[src/rtl/adder_seq.sv]
// Multi-cycle add/subtract: CHUNK bits per clock with a registered carry between chunks.
// Results and flags update only on the done edge; start/busy/done handshake.
module adder_seq #(
   parameter int WIDTH = 32,
   parameter int CHUNK = 4
) (
   input  logic             clock,
   input  logic             clear_n,
   input  logic             start,
   input  logic             sub,
   input  logic [WIDTH-1:0] rA,
   input  logic [WIDTH-1:0] rB,
   input  logic             cIn,
   output logic             busy,
   output logic             done,
   output logic [WIDTH-1:0] S,
   output logic             cOut,
   output logic             ovf,
   output logic             zero
);

   localparam int N  = WIDTH / CHUNK;
   localparam int CW = (N > 1) ? $clog2(N) : 1;

   if ((CHUNK < 1) || (CHUNK > WIDTH) || ((WIDTH % CHUNK) != 0)) begin : gBadParam
      $error("adder_seq: WIDTH must be a positive multiple of CHUNK");
   end

   typedef enum logic {IDLE, RUN} state_t;

   state_t            state, nextState;
   logic [WIDTH-1:0]  opA, opB, sumReg, sumNext;
   logic              carry;
   logic [CW-1:0]     cnt;
   logic [CHUNK-1:0]  aI, bI, sI;
   logic              cyI, msbIn, lastChunk, accept;

   assign busy      = (state == RUN);
   assign accept    = (state == IDLE) && start;
   assign lastChunk = (cnt == CW'(N - 1));

   // Chunk mux with constant part-selects keeps the index widths exact.
   always_comb begin
      aI      = '0;
      bI      = '0;
      sumNext = sumReg;
      for (int j = 0; j < N; j++) begin
         if (cnt == CW'(j)) begin
            aI = opA[j*CHUNK +: CHUNK];
            bI = opB[j*CHUNK +: CHUNK];
         end
      end
      {cyI, sI} = {1'b0, aI} + {1'b0, bI} + {{CHUNK{1'b0}}, carry};
      for (int j = 0; j < N; j++) begin
         if (cnt == CW'(j)) sumNext[j*CHUNK +: CHUNK] = sI;
      end
      // Carry into the top bit of the chunk, recovered from its sum bit.
      msbIn = aI[CHUNK-1] ^ bI[CHUNK-1] ^ sI[CHUNK-1];
   end

   always_comb begin
      nextState = state;
      case (state)
         IDLE:    if (start) nextState = RUN;
         RUN:     if (lastChunk) nextState = IDLE;
         default: nextState = IDLE;
      endcase
   end

   always_ff @(posedge clock or negedge clear_n) begin
      if (!clear_n) state <= IDLE;
      else          state <= nextState;
   end

   always_ff @(posedge clock or negedge clear_n) begin
      if (!clear_n) begin
         opA    <= '0;
         opB    <= '0;
         sumReg <= '0;
         carry  <= 1'b0;
         cnt    <= '0;
         S      <= '0;
         cOut   <= 1'b0;
         ovf    <= 1'b0;
         zero   <= 1'b0;
         done   <= 1'b0;
      end else begin
         done <= 1'b0;
         if (accept) begin
            opA   <= rA;
            opB   <= sub ? ~rB : rB;
            carry <= sub ? 1'b1 : cIn;
            cnt   <= '0;
         end else if (state == RUN) begin
            sumReg <= sumNext;
            carry  <= cyI;
            cnt    <= lastChunk ? '0 : cnt + 1'b1;
            if (lastChunk) begin
               S    <= sumNext;
               cOut <= cyI;
               ovf  <= msbIn ^ cyI;
               zero <= (sumNext == '0);
               done <= 1'b1;
            end
         end
      end
   end

endmodule

[config.mk]
export PLATFORM = sky130hd
export DESIGN_NAME = adder_seq
export DESIGN_NICKNAME = d
export VERILOG_FILES = /design/src/rtl/adder_seq.sv
export SDC_FILE = /design/constraint.sdc
export NUM_CORES = 1
export LEC_CHECK = 0
export ABC_AREA = 1
export ABC_CLOCK_PERIOD_IN_PS = 4800
export CAP_MARGIN = 20
export CORE_MARGIN = 8
export CORE_UTILIZATION = 25
export CTS_CLUSTER_DIAMETER = 100
export DETAILED_ROUTE_END_ITERATION = 8
export GPL_ROUTABILITY_DRIVEN = 0
export PLACE_DENSITY = 0.39
export SYNTH_ARGS = -nofsm -noshare
export SYNTH_HDL_FRONTEND = slang
export SYNTH_SLANG_ARGS = --single-unit
export TNS_END_PERCENT = 100
[constraint.sdc]
create_clock -name clock -period 4.8 [get_ports clock]
set_input_delay 1.2 -clock clock [delete_from_list [all_inputs] [get_ports clock]]
set_output_delay 1.2 -clock clock [all_outputs]
set_load 0.02 [all_outputs]
==> impl_metrics.tcl, run 1 <==
set metrics [dict create \
    outcome "complete, no violations" \
    detailed_place_hpwl_um 14970 \
    biggest_area_consumer_among_synthesized_cells "sky130_fd_sc_hd__dfrtp_1" \
    maxCapViolations 0 \
    worstPathMaxFanout 7 \
    power.share.switching 0.4549 \
    maxSlewViolCount 0 \
    setup_tns_final_ns 0 \
    die_width_um 180.8 \
    final_cells 1311 \
    full_die_area_mm2 0.03270 \
    period_minus_slack_ns 4.069 \
    pwr-share-comb 0.501 \
    fmax_mhz 245.8 \
    slowest_stage "sky130_fd_sc_hd__fa_1" \
    min_delay_worst_endpoint "opA[13]$_DFFE_PN0P_" \
    placement.io_buffers 105 \
    worst_ir_drop_vdd_v 0.0003133 \
    p_leak_nw 4.244 \
    flow.area_growth_from_synthesis_pct 29.70 \
    critical_path.n_buffers_inverters 4 \
    crit-reg2reg-launch "cnt[0]$_DFFE_PN0P_" \
    post-place-cells 1279 \
    core_mm2 0.02680 \
    synth_cells 866 \
    finish.net_count 1037 \
    min_delay_path_depth 2 \
    worst_setup_path_start_kind "flip-flop" \
    post_route_cells_drive_above_1_share 0.07732 \
    critical_path_class "reg -> reg" \
    placement_rows 60 \
    clock_tree_root "sky130_fd_sc_hd__clkbuf_16" \
    min-delay-path-class "reg -> reg" \
    min-delay-start "opA[13]$_DFFE_PN0P_" \
    antenna_found_initial 0 \
    power.switching_mw 3.161 \
    grt_max_degree 93 \
    timing.critical_path.mode_cell "sky130_fd_sc_hd__nand2_1" \
    cp_top_family "simple AND/OR/NAND/NOR gates" \
    arrival_ns 4.42 \
    number_of_iterations_in_the_first_detailed_routing_pass 5 \
    grt_setup_unrepaired "no" \
    max_slew.worst_pin.slew_ns 0.9192 \
    reg2regPathDepth 27 \
    htree_levels 4 \
    synth_seq_cells 136 \
    cts.clk_slew.worst_paths_ns 0.06 \
    antenna_left 0 \
    first_pass_grt_wire_length_um 33200 \
    mostFrequentLayoutCells "353 x sky130_fd_sc_hd__nand2_1, 136 x sky130_fd_sc_hd__dfrtp_1, 103 x sky130_fd_sc_hd__clkdlybuf4s50_1" \
    timing.reg2reg.setup_slack_ns 0.73 \
    cts-buffers-inserted 17 \
    ys_warn_count 0 \
    hold_buffer_count_at_cts 0 \
    fill_cells 2837 \
    timing.final.hold_violations 0 \
    initialDrtViolationCount 388 \
    detail_route.drc_violations 0 \
    vias 5617 \
    floorplan.io_pins 106 \
    post_synth.cell_area_avg_um2 7.842 \
    worst_slew_margin_rel 0.3872 \
    post_synth_instance_area_mm2 0.006792 \
    final_common_cell "sky130_fd_sc_hd__nand2_1" \
    seqPwrFrac 0.288 \
    avgViaCountPerCell 4.285 \
    cts_post_setup_buffers_inserted 0 \
    gr-total-overflow 0 \
    worstSkewPairLatency_ns 0.42 \
    clock_power_share 0.211 \
    floorplan.initialDensity 0.2534 \
    fraction_of_the_yosys_area_taken_by_sequential_cells 0.5011 \
    worst_setup_path_end_kind "flip-flop" \
    synth.area.top_cells "sky130_fd_sc_hd__dfrtp_1 50%, sky130_fd_sc_hd__nand2_1 20%, sky130_fd_sc_hd__o21ai_0 7.1%" \
    internal_power_mw 3.788 \
    synth_top_cell_area_share 0.5011 \
    max_clock_buf_depth 2 \
    post_synth_num_cell_types 31 \
    cpPeakStageDelay_ns 0.49 \
    clock-sinks 136 \
    chipHeight_um 180.8 \
    critPathRequiredTime_ns 5.15 \
    final-setup-viol-count 0 \
    power.density_mw_per_mm2 789.0 \
    clock_skew_ns 0.01285 \
    number_of_global_route_vias_before_repair 5909 \
    grtUsageTotal 0.1283 \
    tritoncts "yes" \
    worstReg2RegEnd "zero$_DFFE_PN0P_" \
    cts_repair_resize_count 0 \
    final.period_utilization 0.8476 \
    post_drt_wl_per_cell_um 15.57 \
    wl_um 20420 \
    insertedDiodeCount 0 \
    synthesized_net_count 946 \
]
==> stage by stage <==
stage	hold WS (ns)	util	power (mW)	instance area, um2	setup slack, ns
final	0.4701	0.3287	6.949	8808	0.7314
after global routing	0.4890	0.3287	7.625	8808	0.1874
after CTS	0.4708	0.3287	7.093	8808	0.6731
after detailed placement	0.4563	0.3042	5.591	8153	0.7040
after global placement	0.4511	0.3042	5.586	8153	0.7698
after floorplan	0.4345	-	4.271	6792	1.368
==> cells by family (layout without fill, tap and decap cells) <==
kind of cell,after synthesis,after routing,share of synthesized area
flip-flops,136,136,0.5011
buffers and inverters,101,205,0.06190
adder cells (fa/ha/maj),11,11,0.02248
XOR/XNOR,33,33,0.04256
AND/OR/NAND/NOR,472,472,0.2859
AO/OA/AOI/OAI,113,113,0.08604
==> synth_stat cells (all sizes together) <==
| master | number |
|---|---|
| xor2 | 1 |
| a21oi | 8 |
| fa | 2 |
| nor2 | 47 |
| inv | 59 |
| buf | 15 |
| nand3 | 47 |
| o221ai | 1 |
| nand2 | 364 |
| clkbuf | 26 |
| a31oi | 2 |
| xnor2 | 32 |
| dfrtp | 136 |
| ha | 9 |
| or2 | 14 |
| o21ai | 101 |
| clkinv | 1 |
| o22ai | 1 |
==> power groups by stage <==
stage / combinational [mW] / clock [mW] / sequential, mW
finish: 3.48 / 1.46 / 2.00
global route: 3.99 / 1.56 / 2.08
CTS: 3.57 / 1.51 / 2.01
detailed placement: 3.56 / 0 / 2.03
global placement: 3.56 / 0 / 2.03
floorplan: 2.22 / 0 / 2.05
==> registers in the layout, summed over array words and instances, names as in the netlist, 3 cells and up <==
| register | flops |
|---|---|
| opB | 32 |
| S | 32 |
| cnt | 3 |
| opA | 32 |
| sumReg | 31 |
==> worst min-delay path: stages, from the launching register on <==
cell and delay (ns):
sky130_fd_sc_hd__dfrtp_1 0.34, sky130_fd_sc_hd__nand2_1 0.05, sky130_fd_sc_hd__nand2_1 0.04
==> cell type report <==
cell class,instances,area [um2],share of cell area
Tap cell,341,426.7,0.04844
Clock buffer,21,460.4,0.05227
Clock inverter,11,195.2,0.02216
Multi-Input combinational cell,629,2970,0.3372
Inverter,60,232.7,0.02642
Timing Repair Buffer,113,1120,0.1271
Sequential cell,136,3403,0.3864
==> routing by layer <==
layer  vias up  routed length (um)  global-route usage  part of all wire
li1       2904                   -                   -                 -
met1      2559               10120              0.1734              0.50
met2       139                9218              0.2002              0.45
met3        15                 826             0.03470             0.040
met4         0                 249             0.03108             0.012
met5         -                   0                   0                 0
==> worst max-delay path by stage <==
stage	start	end	cells past startpoint	slack, ns
after global routing	cnt[0]$_DFFE_PN0P_	zero$_DFFE_PN0P_	25	0.19
final	cnt[0]$_DFFE_PN0P_	zero$_DFFE_PN0P_	27	0.73
after CTS	cnt[0]$_DFFE_PN0P_	zero$_DFFE_PN0P_	25	0.67
after floorplan	cnt[2]$_DFFE_PN0P_	zero$_DFFE_PN0P_	24	1.37
after global placement	cnt[1]$_DFFE_PN0P_	zero$_DFFE_PN0P_	25	0.77
after detailed placement	cnt[0]$_DFFE_PN0P_	zero$_DFFE_PN0P_	25	0.70
Power figures use the tool's default switching activity.
==> run 2, diff against run 1 <==
--- a/config.mk
+++ b/config.mk
@@ -6,7 +6,7 @@
 export NUM_CORES = 1
 export LEC_CHECK = 0
 export ABC_AREA = 1
-export ABC_CLOCK_PERIOD_IN_PS = 4800
+export ABC_CLOCK_PERIOD_IN_PS = 4250
 export CAP_MARGIN = 20
 export CORE_MARGIN = 8
 export CORE_UTILIZATION = 25
==> constraint.sdc (replaced) <==
create_clock -name clock -period 4.25 [get_ports clock]
set_input_delay 1.0625 -clock clock [delete_from_list [all_inputs] [get_ports clock]]
set_output_delay 1.0625 -clock clock [all_outputs]
set_load 0.02 [all_outputs]
==> impl_metrics.tcl, run 2 (synthesis results as in run 1) <==
set metrics [dict create \
    outcome "complete, no violations" \
    p_leak_nw 4.261 \
    worst_setup_path_endpoint "zero$_DFFE_PN0P_" \
    post-place-cells 1283 \
    reg2regPathDepth 21 \
    min_delay_path_depth 2 \
    floorplan.initialDensity 0.2534 \
    clock_tree_root "sky130_fd_sc_hd__clkbuf_16" \
    timing.final.hold_violations 0 \
    fill_cells 2903 \
    avgViaCountPerCell 4.228 \
    cts_repair_resize_count 0 \
    antenna_found_initial 0 \
    worst_setup_path_end_kind "flip-flop" \
    first_pass_grt_wire_length_um 33180 \
    setup_tns_final_ns 0 \
    floorplan.io_pins 106 \
    crit-reg2reg-launch "cnt[0]$_DFFE_PN0P_" \
    full_die_area_mm2 0.03270 \
    clock-sinks 136 \
    placement.io_buffers 105 \
    timing.final.ws_setup_ns 0.4329 \
    antenna_left 0 \
    worst_slew_margin_rel 0.3817 \
    htree_levels 4 \
    min-delay-start "opA[13]$_DFFE_PN0P_" \
    worstReg2RegEnd "zero$_DFFE_PN0P_" \
    maxSlewViolCount 0 \
    flow.area_growth_from_synthesis_pct 30.12 \
    mostFrequentLayoutCells "353 x sky130_fd_sc_hd__nand2_1, 136 x sky130_fd_sc_hd__dfrtp_1, 103 x sky130_fd_sc_hd__clkdlybuf4s50_1" \
    final_cells 1314 \
    placement_rows 60 \
    hold_buffer_count_at_cts 0 \
    min-delay-path-class "reg -> reg" \
    core_mm2 0.02680 \
    worst_ir_drop_vdd_v 0.0005388 \
    arrival_ns 4.17 \
    power.density_mw_per_mm2 892.8 \
    grtUsageTotal 0.1280 \
    grt_setup_unrepaired "no" \
    maxCapViolations 0 \
    final.period_utilization 0.8982 \
    finish.net_count 1041 \
    critPathRequiredTime_ns 4.60 \
    fmax_mhz 262.0 \
    clock_skew_ns 0.01307 \
    max_clock_buf_depth 2 \
    worst_setup_path_start_kind "flip-flop" \
    max_slew.worst_pin.slew_ns 0.9274 \
    cts_post_setup_buffers_inserted 0 \
    critical_path_class "reg -> reg" \
    wl_um 20190 \
    number_of_iterations_in_the_first_detailed_routing_pass 4 \
    worstPathMaxFanout 18 \
    vias 5555 \
    cts-buffers-inserted 17 \
    final_common_cell "sky130_fd_sc_hd__nand2_1" \
    worstSkewPairLatency_ns 0.42 \
    final-setup-viol-count 0 \
    detailed_place_hpwl_um 15020 \
    period_minus_slack_ns 3.817 \
    post_route_cells_drive_above_1_share 0.08325 \
    grt_max_degree 98 \
    chipHeight_um 180.8 \
    gr-total-overflow 0 \
    timing.reg2reg.setup_slack_ns 0.43 \
    cts.clk_slew.worst_paths_ns 0.06 \
    initialDrtViolationCount 275 \
    total_power_mw 7.890 \
    post_drt_wl_per_cell_um 15.36 \
    setup.worst_path.start "cnt[0]$_DFFE_PN0P_" \
    detail_route.drc_violations 0 \
    number_of_global_route_vias_before_repair 5897 \
    top_regs "S: 32 flops, opA: 32 flops, opB: 32 flops" \
    die_width_um 180.8 \
    tritoncts "yes" \
    place_ws_ns 0.2492 \
    fin_hold_ws_ns 0.4676 \
    insertedDiodeCount 0 \
]
==> run 2: cell count changes in the layout (fill, tap and decap cells not counted) <==
cell and change:
sky130_fd_sc_hd__ha_2 +1, sky130_fd_sc_hd__inv_1 -1, sky130_fd_sc_hd__clkbuf_1 -1, sky130_fd_sc_hd__inv_6 +1
sky130_fd_sc_hd__buf_4 +4, sky130_fd_sc_hd__inv_2 +1, sky130_fd_sc_hd__ha_1 -1, sky130_fd_sc_hd__clkinv_4 -1
==> run 2: cell type report <==
class                      instances  area [um2]  share of cell area
inverter                          60       232.7             0.02633
clock inverter                    11       195.2             0.02209
tap                              341       426.7             0.04828
multi-input combinational        629        2973              0.3364
timing repair buffer             117        1150              0.1301
clock buffer                      20       456.7             0.05168
sequential                       136        3403              0.3851
==> run 2: per-layer routing <==
layer,part of all wire,GRT usage,vias up
met5,0,0,-
met4,0.011,0.03604,0
met3,0.038,0.03270,14
met2,0.44,0.1968,103
met1,0.51,0.1748,2532
li1,-,-,2906
==> run 2: stage by stage <==
step	area, um2	utilization
after detailed placement	8183	0.3053
after global placement	8183	0.3053
final	8837	0.3297
after CTS	8835	0.3296
after floorplan	6792	-
after global routing	8837	0.3297
==> run 2: how the worst min path moves through the flow <==
stage | end | slack, ns
2_1_floorplan | opA[11]$_DFFE_PN0P_ | 0.43
3_3_place_gp | opA[13]$_DFFE_PN0P_ | 0.45
3_5_place_dp | opA[13]$_DFFE_PN0P_ | 0.46
4_1_cts | opA[13]$_DFFE_PN0P_ | 0.47
5_1_grt | opA[18]$_DFFE_PN0P_ | 0.49
6_report | opA[13]$_DFFE_PN0P_ | 0.47
==> run 2: report_power, final <==
group,internal (mW),switching (mW)
Sequential,1.89,0.361
Clock,1.07,0.582
Combinational,1.34,2.65
==> run 2: critical path, cell delays in order, from the launching register on <==
cell                      delay (ns)
sky130_fd_sc_hd__dfrtp_1        0.40
sky130_fd_sc_hd__ha_1           0.23
sky130_fd_sc_hd__ha_1           0.29
sky130_fd_sc_hd__inv_2          0.27
sky130_fd_sc_hd__or2_2          0.16
sky130_fd_sc_hd__nand3_1        0.09
sky130_fd_sc_hd__nand3_1        0.10
sky130_fd_sc_hd__nand2_1        0.05
sky130_fd_sc_hd__nand2_1        0.05
sky130_fd_sc_hd__nand2_1        0.06
sky130_fd_sc_hd__fa_1           0.35
sky130_fd_sc_hd__inv_1          0.10
sky130_fd_sc_hd__fa_1           0.50
sky130_fd_sc_hd__inv_2          0.19
sky130_fd_sc_hd__o21ai_1        0.12
sky130_fd_sc_hd__nor2_1         0.20
sky130_fd_sc_hd__nand3_1        0.11
sky130_fd_sc_hd__nor2_1         0.14
sky130_fd_sc_hd__nand3_1        0.09
sky130_fd_sc_hd__nor2_1         0.13
sky130_fd_sc_hd__nand2_1        0.06
sky130_fd_sc_hd__nand2_1        0.06
